[src/rtl/output_stage.sv]
// Frame output stage: reads one entry from the frame FIFO and serialises its payload as 16-bit words
// on a one-hot channel, with ready/valid backpressure. Optional even parity on dout via OUTPUT_STAGE_PARITY_EN.
module output_stage (
  input  logic         clk_in,
  input  logic         rst_n,
  input  logic         fifo_empty,
  output logic         fifo_r_enable,
  input  logic [139:0] data_from_fifo,
  input  logic         out_ready,
  output logic [15:0]  dout,
  output logic [7:0]   dout_vld,
  output logic         frame_end,
  output logic         ch_err,
  output logic         dout_par
);

  typedef enum logic [1:0] {
    IDLE = 2'd0,
    WAIT = 2'd1,
    LOAD = 2'd2,
    SEND = 2'd3
  } state_t;

  state_t       state_q, state_d;
  logic [127:0] shift_q, shift_d;
  logic [3:0]   remaining_q, remaining_d;
  logic [7:0]   chan_q, chan_d;
  logic         rd_en_q, rd_en_d;
  logic         ch_err_q, ch_err_d;

  logic [127:0] entry_payload;
  logic [7:0]   entry_ch;
  logic [3:0]   entry_len;
  logic         entry_onehot;
  logic         xfer;

  assign entry_payload = data_from_fifo[139:12];
  assign entry_ch      = data_from_fifo[11:4];
  assign entry_len     = data_from_fifo[3:0];
  assign entry_onehot  = (entry_ch != 8'h00) && ((entry_ch & (entry_ch - 8'd1)) == 8'h00);
  assign xfer          = (state_q == SEND) && out_ready;

  // State register
  always_ff @(posedge clk_in or negedge rst_n) begin
    if (!rst_n) begin
      state_q <= IDLE;
    end else begin
      state_q <= state_d;
    end
  end

  // Next-state logic
  always_comb begin
    state_d = state_q;
    case (state_q)
      IDLE: if (!fifo_empty) state_d = WAIT;
      WAIT: state_d = LOAD;
      LOAD: state_d = entry_onehot ? SEND : IDLE;
      SEND: if (out_ready && (remaining_q == 4'd1)) state_d = IDLE;
      default: state_d = IDLE;
    endcase
  end

  // Datapath and registered strobes
  always_comb begin
    shift_d     = shift_q;
    remaining_d = remaining_q;
    chan_d      = chan_q;
    rd_en_d     = (state_q == IDLE) && !fifo_empty;
    ch_err_d    = (state_q == LOAD) && !entry_onehot;
    if ((state_q == LOAD) && entry_onehot) begin
      shift_d     = entry_payload;
      remaining_d = (entry_len == 4'd0) ? 4'd8 : entry_len;
      chan_d      = entry_ch;
    end else if (xfer) begin
      shift_d     = {shift_q[111:0], 16'h0000};
      remaining_d = remaining_q - 4'd1;
    end
  end

  always_ff @(posedge clk_in or negedge rst_n) begin
    if (!rst_n) begin
      shift_q     <= '0;
      remaining_q <= '0;
      chan_q      <= '0;
      rd_en_q     <= 1'b0;
      ch_err_q    <= 1'b0;
    end else begin
      shift_q     <= shift_d;
      remaining_q <= remaining_d;
      chan_q      <= chan_d;
      rd_en_q     <= rd_en_d;
      ch_err_q    <= ch_err_d;
    end
  end

  // Outputs decoded from registers only; reset forces IDLE so they clear at once
  always_comb begin
    fifo_r_enable = rd_en_q;
    ch_err        = ch_err_q;
    dout          = 16'h0000;
    dout_vld      = 8'h00;
    frame_end     = 1'b0;
    if (state_q == SEND) begin
      dout      = shift_q[127:112];
      dout_vld  = chan_q;
      frame_end = (remaining_q == 4'd1);
    end
  end

`ifdef OUTPUT_STAGE_PARITY_EN
  assign dout_par = (dout_vld != 8'h00) ? ^dout : 1'b0;
`else
  assign dout_par = 1'b0;
`endif

endmodule

[config.mk]
export PLATFORM = sky130hd
export DESIGN_NAME = output_stage
export DESIGN_NICKNAME = d
export VERILOG_FILES = /design/src/rtl/output_stage.sv
export SDC_FILE = /design/constraint.sdc
export NUM_CORES = 1
export LEC_CHECK = 0
export BUFFER_PORTS_ARGS = -buffer_cell sky130_fd_sc_hd__buf_2
export CAP_MARGIN = 0
export CORE_MARGIN = 3
export CORE_UTILIZATION = 45
export CTS_CLUSTER_DIAMETER = 30
export DETAILED_ROUTE_END_ITERATION = 16
export GPL_TIMING_DRIVEN = 0
export PLACE_DENSITY = 0.72
export RECOVER_POWER = 50
export SYNTH_ARGS = -nofsm -noshare
export SYNTH_HDL_FRONTEND = slang
export SYNTH_SLANG_ARGS = --single-unit
[constraint.sdc]
create_clock -name clk_in -period 2 [get_ports clk_in]
set_clock_uncertainty 0.2 [all_clocks]
set_input_delay 0.1 -clock clk_in [delete_from_list [all_inputs] [get_ports clk_in]]
set_output_delay 0.1 -clock clk_in [all_outputs]
set_load 0.005 [all_outputs]
==> results of run 1 <==
per-stage QoR:
| stage | power [mW] | area [um2] | TNS (ps) | cells |
|---|---|---|---|---|
| final | 11.4 | 10500 | 0 | 1086 |
| after global routing | 12.1 | 10500 | -63.9 | 1086 |
| after CTS | 11.5 | 10500 | 0 | 1086 |
| after detailed placement | 7.65 | 8300 | -35210 | 910 |
| after global placement | 7.38 | 8270 | -224710 | 909 |
| after floorplan | 6.66 | 7150 | 0 | 528 |
what timing repair did:
action                     in CTS  in global routing
gates resized for setup        28                  8
hold buffers                  144                  0
hold endpoints to repair      227                  0
cloned                          0                  0
setup endpoints to repair     147                 73
final timing paths:
kind	cells after the start	slack (ps)	start	end
worst min register to register	1	300	chan_q[3]$_DFFE_PN0P_	chan_q[3]$_DFFE_PN0P_
min in group asynchronous	2	270	rst_n	shift_q[125]$_DFFE_PN0P_
worst max register to register	5	80	state_q[0]$_DFFE_PN0P_	shift_q[45]$_DFFE_PN0P_
max in group asynchronous	3	300	rst_n	shift_q[22]$_DFFE_PN0P_
worst min-delay path	4	90	data_from_fifo[7]	ch_err$_DFF_PN0_
worst max-delay path	4	50	state_q[1]$_DFFE_PN0P_	dout_vld[4]
placed cells by master, fill, tap and decap left out, types with 4 or more instances in the layout:
cell type / instances
mux2i_1: 17
buf_4: 9
nor2_1: 5
nand4b_1: 4
buf_2: 175
and3_1: 24
dlygate4sd3_1: 144
bufinv_16: 5
nand2_1: 20
mux2_1: 61
dfrtp_1: 143
clkbuf_16: 17
clkbuf_8: 8
inv_1: 19
clkbuf_2: 8
mux2_2: 174
power by group through the flow:
stage	clock network [mW]	logic [mW]	registers, mW
global placement	0	2.71	4.66
detailed placement	0	2.89	4.76
CTS	3.59	3.19	4.71
finish	3.52	3.19	4.72
floorplan	0	2.22	4.44
global route	3.70	3.53	4.85
per-layer routing:
metal / part of all wire, % / vias up
met4: 1.7 / 0
met5: 0 / -
met1: 44 / 2667
met2: 50 / 163
li1: - / 2552
met3: 4.3 / 25
worst max-delay path: stages (launching register included):
cell,delay (ps)
dfrtp_1,410
clkbuf_2,240
clkbuf_4,250
and3_1,200
buf_2,130
sequential cells by signal, summed over array words and instances, names as in the netlist:
name / count
remaining_q: 4
chan_q: 8
shift_q: 128
state_q: 2
fifo_r_enable: 1
ch_err: 1
cells by family after synthesis:
| family | Yosys count | share of synthesized area (%) |
|---|---|---|
| buffers and inverters | 55 | 3.59 |
| DFF | 144 | 50.4 |
| muxes | 252 | 39.4 |
| other | 1 | 0.0525 |
| AOI/OAI and AO/OA | 7 | 0.631 |
| xor gates and xnor gates | 3 | 0.368 |
| adders and majority gates | 2 | 0.350 |
| and+or+nand+nor | 64 | 5.13 |
layout make-up:
cell class,count,area (um2)
fillers,1064,4890
well taps,211,264
inverters,19,71.3
plain buffers,36,272
clock buffers,19,453
repair buffers,315,2310
multi-input cells,329,3300
flip-flops and latches,144,3600
clock inverters,13,209
cells in the mapped netlist:
cell type | number | area [um2]
a211oi_1 | 2 | 15.0
a31oi_1 | 1 | 6.26
and3_1 | 24 | 150
and4_1 | 1 | 8.76
and4bb_1 | 1 | 12.5
buf_2 | 7 | 35.0
buf_4 | 9 | 67.6
buf_6 | 1 | 11.3
clkbuf_1 | 19 | 71.3
conb_1 | 1 | 3.75
dfrtp_1 | 144 | 3600
ha_1 | 2 | 25.0
inv_1 | 19 | 71.3
mux2_1 | 61 | 687
mux2_2 | 174 | 1960
mux2i_1 | 17 | 170
nand2_1 | 20 | 75.1
nand3_1 | 2 | 10.0
nand4_1 | 2 | 12.5
nand4b_1 | 4 | 35.0
nor2_1 | 5 | 18.8
nor3_1 | 2 | 10.0
nor4_1 | 2 | 12.5
nor4_4 | 1 | 21.3
o21ai_0 | 3 | 15.0
o21ai_2 | 1 | 8.76
xnor2_1 | 3 | 26.3
==> flow_summary.yaml, run 1 <==
clocking:
  cts_made_buffers: 17
  clk_pin_slew_ps: 60
  cts_htree_levels: 4
  clock_path_buffers: 2
  clockRootBuffer: "clkbuf_16"
  cts.sinks: 144
  cts_tree: "built"
  cts_setup_buffers: 0
  clk_latency_ps: 420
pwr:
  p_comb_share_pct: 27.9
  p_leak_nw: 5.56
  peakVddDrop_mv: 0.616
  sw_frac_of_total_pct: 27.1
  power_switching_mw: 3.10
  internal-power_mw: 8.33
  power_density_nw_per_um2: 1090
  p_clk_share_pct: 30.8
  pwr-share-seq_pct: 41.3
timing:
  worst_pin_slew_ps: 1180
  hold_slack_ps: 88.3
  setup_slack_ps: 51.7
  fmax_ghz: 0.513
  drv_slew: 0
  relSlewSlack_pct: 21.5
  timing.final.hold_violations: 0
  final.min_clock_period_ps: 1950
  finalCritPeriodShare_pct: 97.4
  finalSetupViolCount: 0
global_routing:
  grt-busiest-layer: "met2"
  grt_usage_pct: 22.4
  use_met2_pct: 38.2
  antenna_found_initial: 0
  use_met3_pct: 4.69
  grt_pass1_wl_um: 31200
  grt_pass1_vias: 6102
  grt_util_met1_pct: 28.6
  grt_max_degree: 85
  gr-total-overflow: 0
route:
  drcViolationCount: 0
  via_per_inst: 4.98
  post_drt_wl_per_cell_um: 17.5
  drt_wl_total_um: 19000
  dr.pass1.iters: 4
  antenna_left: 0
  vias: 5407
  drt-initial-drc-count: 229
floorplanning:
  fp.dieW_um: 132
  core_um2: 15400
  num_rows: 45
  start_util_pct: 46.5
  io_pins: 172
  fp.dieArea_um2: 17400
  die_y_um: 132
cells_and_area:
  utilization_pct: 68.2
  antenna_cells: 0
  drive_gt1_share_pct: 47.4
  area_growth_pct: 46.8
  nets: 1008
placed_design:
  gp_congestion: 0.792
  place_ws_ps: -462
  io_buffers: 170
  dpl.hpwl_um: 13000
synthesis:
  syn_area_per_cell_um2: 13.5
  synth_fp_nets: 674
  synth-seq-cells: 144
  syn_inst: 528
  yosysWarnings: 0
  synth_seq_area_share_pct: 50.4
  syn_area_um2: 7140
  synth_cell_type_count: 27
status:
  status: "finished, final reports clean"
worst_setup_path:
  critPathArrivalTime_ps: 1650
  crit_type: "reg2out"
  path_max_fanout: 10
  end_kind: "output pin"
  worstSetupStartpointType: "flop"
  worstPathRequired_ps: 1700
worst_hold_path:
  hp-class: "in2reg"
run:
  maxCapViolCount: 0
Power figures use the tool's default switching activity.
==> inputs of run 2 (changes only) <==
--- a/config.mk
+++ b/config.mk
@@ -5,6 +5,7 @@
 export SDC_FILE = /design/constraint.sdc
 export NUM_CORES = 1
 export LEC_CHECK = 0
+export ABC_AREA = 1
 export BUFFER_PORTS_ARGS = -buffer_cell sky130_fd_sc_hd__buf_2
 export CAP_MARGIN = 0
 export CORE_MARGIN = 3
@@ -12,7 +13,7 @@
 export CTS_CLUSTER_DIAMETER = 30
 export DETAILED_ROUTE_END_ITERATION = 16
 export GPL_TIMING_DRIVEN = 0
-export PLACE_DENSITY = 0.72
+export PLACE_DENSITY = 0.71
 export RECOVER_POWER = 50
 export SYNTH_ARGS = -nofsm -noshare
 export SYNTH_HDL_FRONTEND = slang
==> flow_summary.yaml, run 2 <==
cells_and_area:
  largest-register: "shift_q"
  mostFrequentLayoutCell: "nand3_1"
  drive_gt1_share_pct: 20.9
  reg_top3: "shift_q: 128 flops, chan_q: 8 flops, remaining_q: 4 flops"
  layout_common_cells: "230 x nand3_1, 212 x buf_2, 182 x nand2_1"
  utilization_pct: 67.1
  largest_register_ffs: 128
  instances_no_fill: 1476
  nets: 1397
  area_growth_pct: 43.6
synthesis:
  syn_area_um2: 7230
  synth_fp_nets: 1062
  synth_top_cell_by_area: "dfrtp_1"
  synthMostInstantiatedCell: "nand3_1"
  syn_area_per_cell_um2: 7.90
  synth_cell_type_count: 26
  synth_seq_area_share_pct: 49.8
  synth_common_cells: "230 x nand3_1, 183 x nand2_1, 144 x dfrtp_1, 114 x nand4_1, 70 x inv_1"
  async_flop_share_pct: 100
  syn_inst: 916
  synth_edf_count: 0
  synthDominantCellAreaShare_pct: 49.8
  yosysWarnings: 0
  yosys-top-cells-area: "dfrtp_1 50%, nand3_1 16%, nand4_1 9.9%"
  synth_top_flop_cell: "dfrtp_1"
  synth-seq-cells: 144
timing:
  fin_setup_tns_ps: 0
  drv_slew: 0
  finalSetupViolCount: 0
  fmax_ghz: 0.522
  final.min_clock_period_ps: 1910
  relSlewSlack_pct: 17.2
  timing.final.hold_violations: 0
  worst_pin_slew_ps: 1240
  finalCritPeriodShare_pct: 95.7
worst_setup_path:
  end_kind: "flop"
  worstSetupStartpointType: "flop"
  crit_start: "state_q[1]$_DFFE_PN0P_"
  critPathArrivalTime_ps: 2020
  reg2reg_from: "state_q[1]$_DFFE_PN0P_"
  path_max_fanout: 10
  worstPathRequired_ps: 2110
  crit_type: "reg2reg"
placed_design:
  io_buffers: 170
  dp.cells: 1298
  gp_congestion: 0.874
  dpl.hpwl_um: 16000
route:
  drt-initial-drc-count: 571
  vias: 7948
  dr.pass1.iters: 5
  via_per_inst: 5.38
  post_drt_wl_per_cell_um: 16.9
  drt_wl_total_um: 24900
  antenna_left: 0
  drcViolationCount: 0
floorplanning:
  start_util_pct: 46.7
  num_rows: 45
  io_pins: 172
  fp.dieW_um: 133
  core_um2: 15500
  die_y_um: 133
  fp.dieArea_um2: 17600
worst_hold_path:
  min_from: "fifo_empty"
  hp-class: "in2reg"
clocking:
  cts_made_buffers: 17
  cts_htree_levels: 4
  clock_path_buffers: 2
  cts_tree: "built"
  clk_pin_slew_ps: 60
  clockRootBuffer: "clkbuf_16"
  clk_latency_ps: 430
  cts.sinks: 144
global_routing:
  grt_pass1_wl_um: 40200
  antenna_found_initial: 0
  grt_pass1_vias: 7985
  gr-total-overflow: 0
  grt_max_degree: 91
  grt_usage_pct: 28.5
pwr:
  peakVddDrop_mv: 0.706
  power.total_mw: 10.6
  p_leak_nw: 5.35
  power_density_nw_per_um2: 1020
status:
  status: "finished, final reports clean"
run:
  maxCapViolCount: 0
## run 2: cell families (layout without fill, tap and decap cells)
| kind of cell | after synthesis | count (layout) | share of synthesized area [%] |
|---|---|---|---|
| flip-flops | 144 | 144 | 49.8 |
| other | 1 | 2 | 0.0518 |
| adder cells (fa/ha/maj) | 2 | 2 | 0.346 |
| XOR/XNOR | 1 | 1 | 0.121 |
| buffers and inverters | 158 | 506 | 9.01 |
| AO/OA/AOI/OAI | 31 | 31 | 2.27 |
| AND/OR/NAND/NOR | 579 | 579 | 38.4 |
## run 2: final timing paths
| kind | end | slack (ps) | cells after the start |
|---|---|---|---|
| min in group asynchronous | shift_q[124]$_DFFE_PN0P_ | 310 | 2 |
| max reg2reg | shift_q[21]$_DFFE_PN0P_ | 90 | 7 |
| max in group asynchronous | ch_err$_DFF_PN0_ | 270 | 3 |
| max | shift_q[21]$_DFFE_PN0P_ | 90 | 7 |
| min | fifo_r_enable$_DFF_PN0_ | 210 | 3 |
| min reg2reg | chan_q[2]$_DFFE_PN0P_ | 290 | 2 |
## run 2: timing repair
action,CTS,global route
buffers inserted,2,0
pin swaps,1,0
endpoints found under the setup margin,153,110
hold buffers,143,0
resized for setup,8,12
hold endpoints to repair,232,0
## run 2: layout make-up
type / instances / area (um2)
Sequential cell: 144 / 3600
Clock buffer: 27 / 513
Clock inverter: 5 / 27.5
Antenna cell: 1 / 2.50
Fill cell: 1269 / 5090
Multi-Input combinational cell: 614 / 3000
Tap cell: 211 / 264
Timing Repair Buffer: 316 / 2310
Buffer: 85 / 393
Inverter: 73 / 274
## run 2: routing by layer
layer | up-vias | share of wire (%) | GRT usage, %
met3 | 85 | 6.8 | 6.88
li1 | 3797 | - | -
met4 | 0 | 3.5 | 12.0
met5 | - | 0 | 0
met1 | 3761 | 42 | 36.1
met2 | 305 | 48 | 46.7
## run 2: through the flow
| step | cell area (um2) | hold WS, ps | setup slack (ps) |
|---|---|---|---|
| 5_1_grt | 10400 | 226 | -3.09 |
| 3_3_place_gp | 8350 | 101 | -1430 |
| 4_1_cts | 10400 | 160 | 28.0 |
| 2_1_floorplan | 7230 | -396 | 343 |
| 3_5_place_dp | 8380 | 30.3 | -354 |
| 6_report | 10400 | 213 | 86.0 |
## run 2: where the power goes
group	internal, mW	total (mW)	switching [mW]
clock network	1.74	2.92	1.18
logic	1.20	2.84	1.64
registers	4.06	4.81	0.749
## run 2: worst max-delay path, stage by stage (launching register included)
cell and delay [ps]:
dfrtp_1 420, inv_1 110, nor2_4 240, nand3_2 170, buf_2 250, buf_2 230, nand3_1 100, nand3_1 70
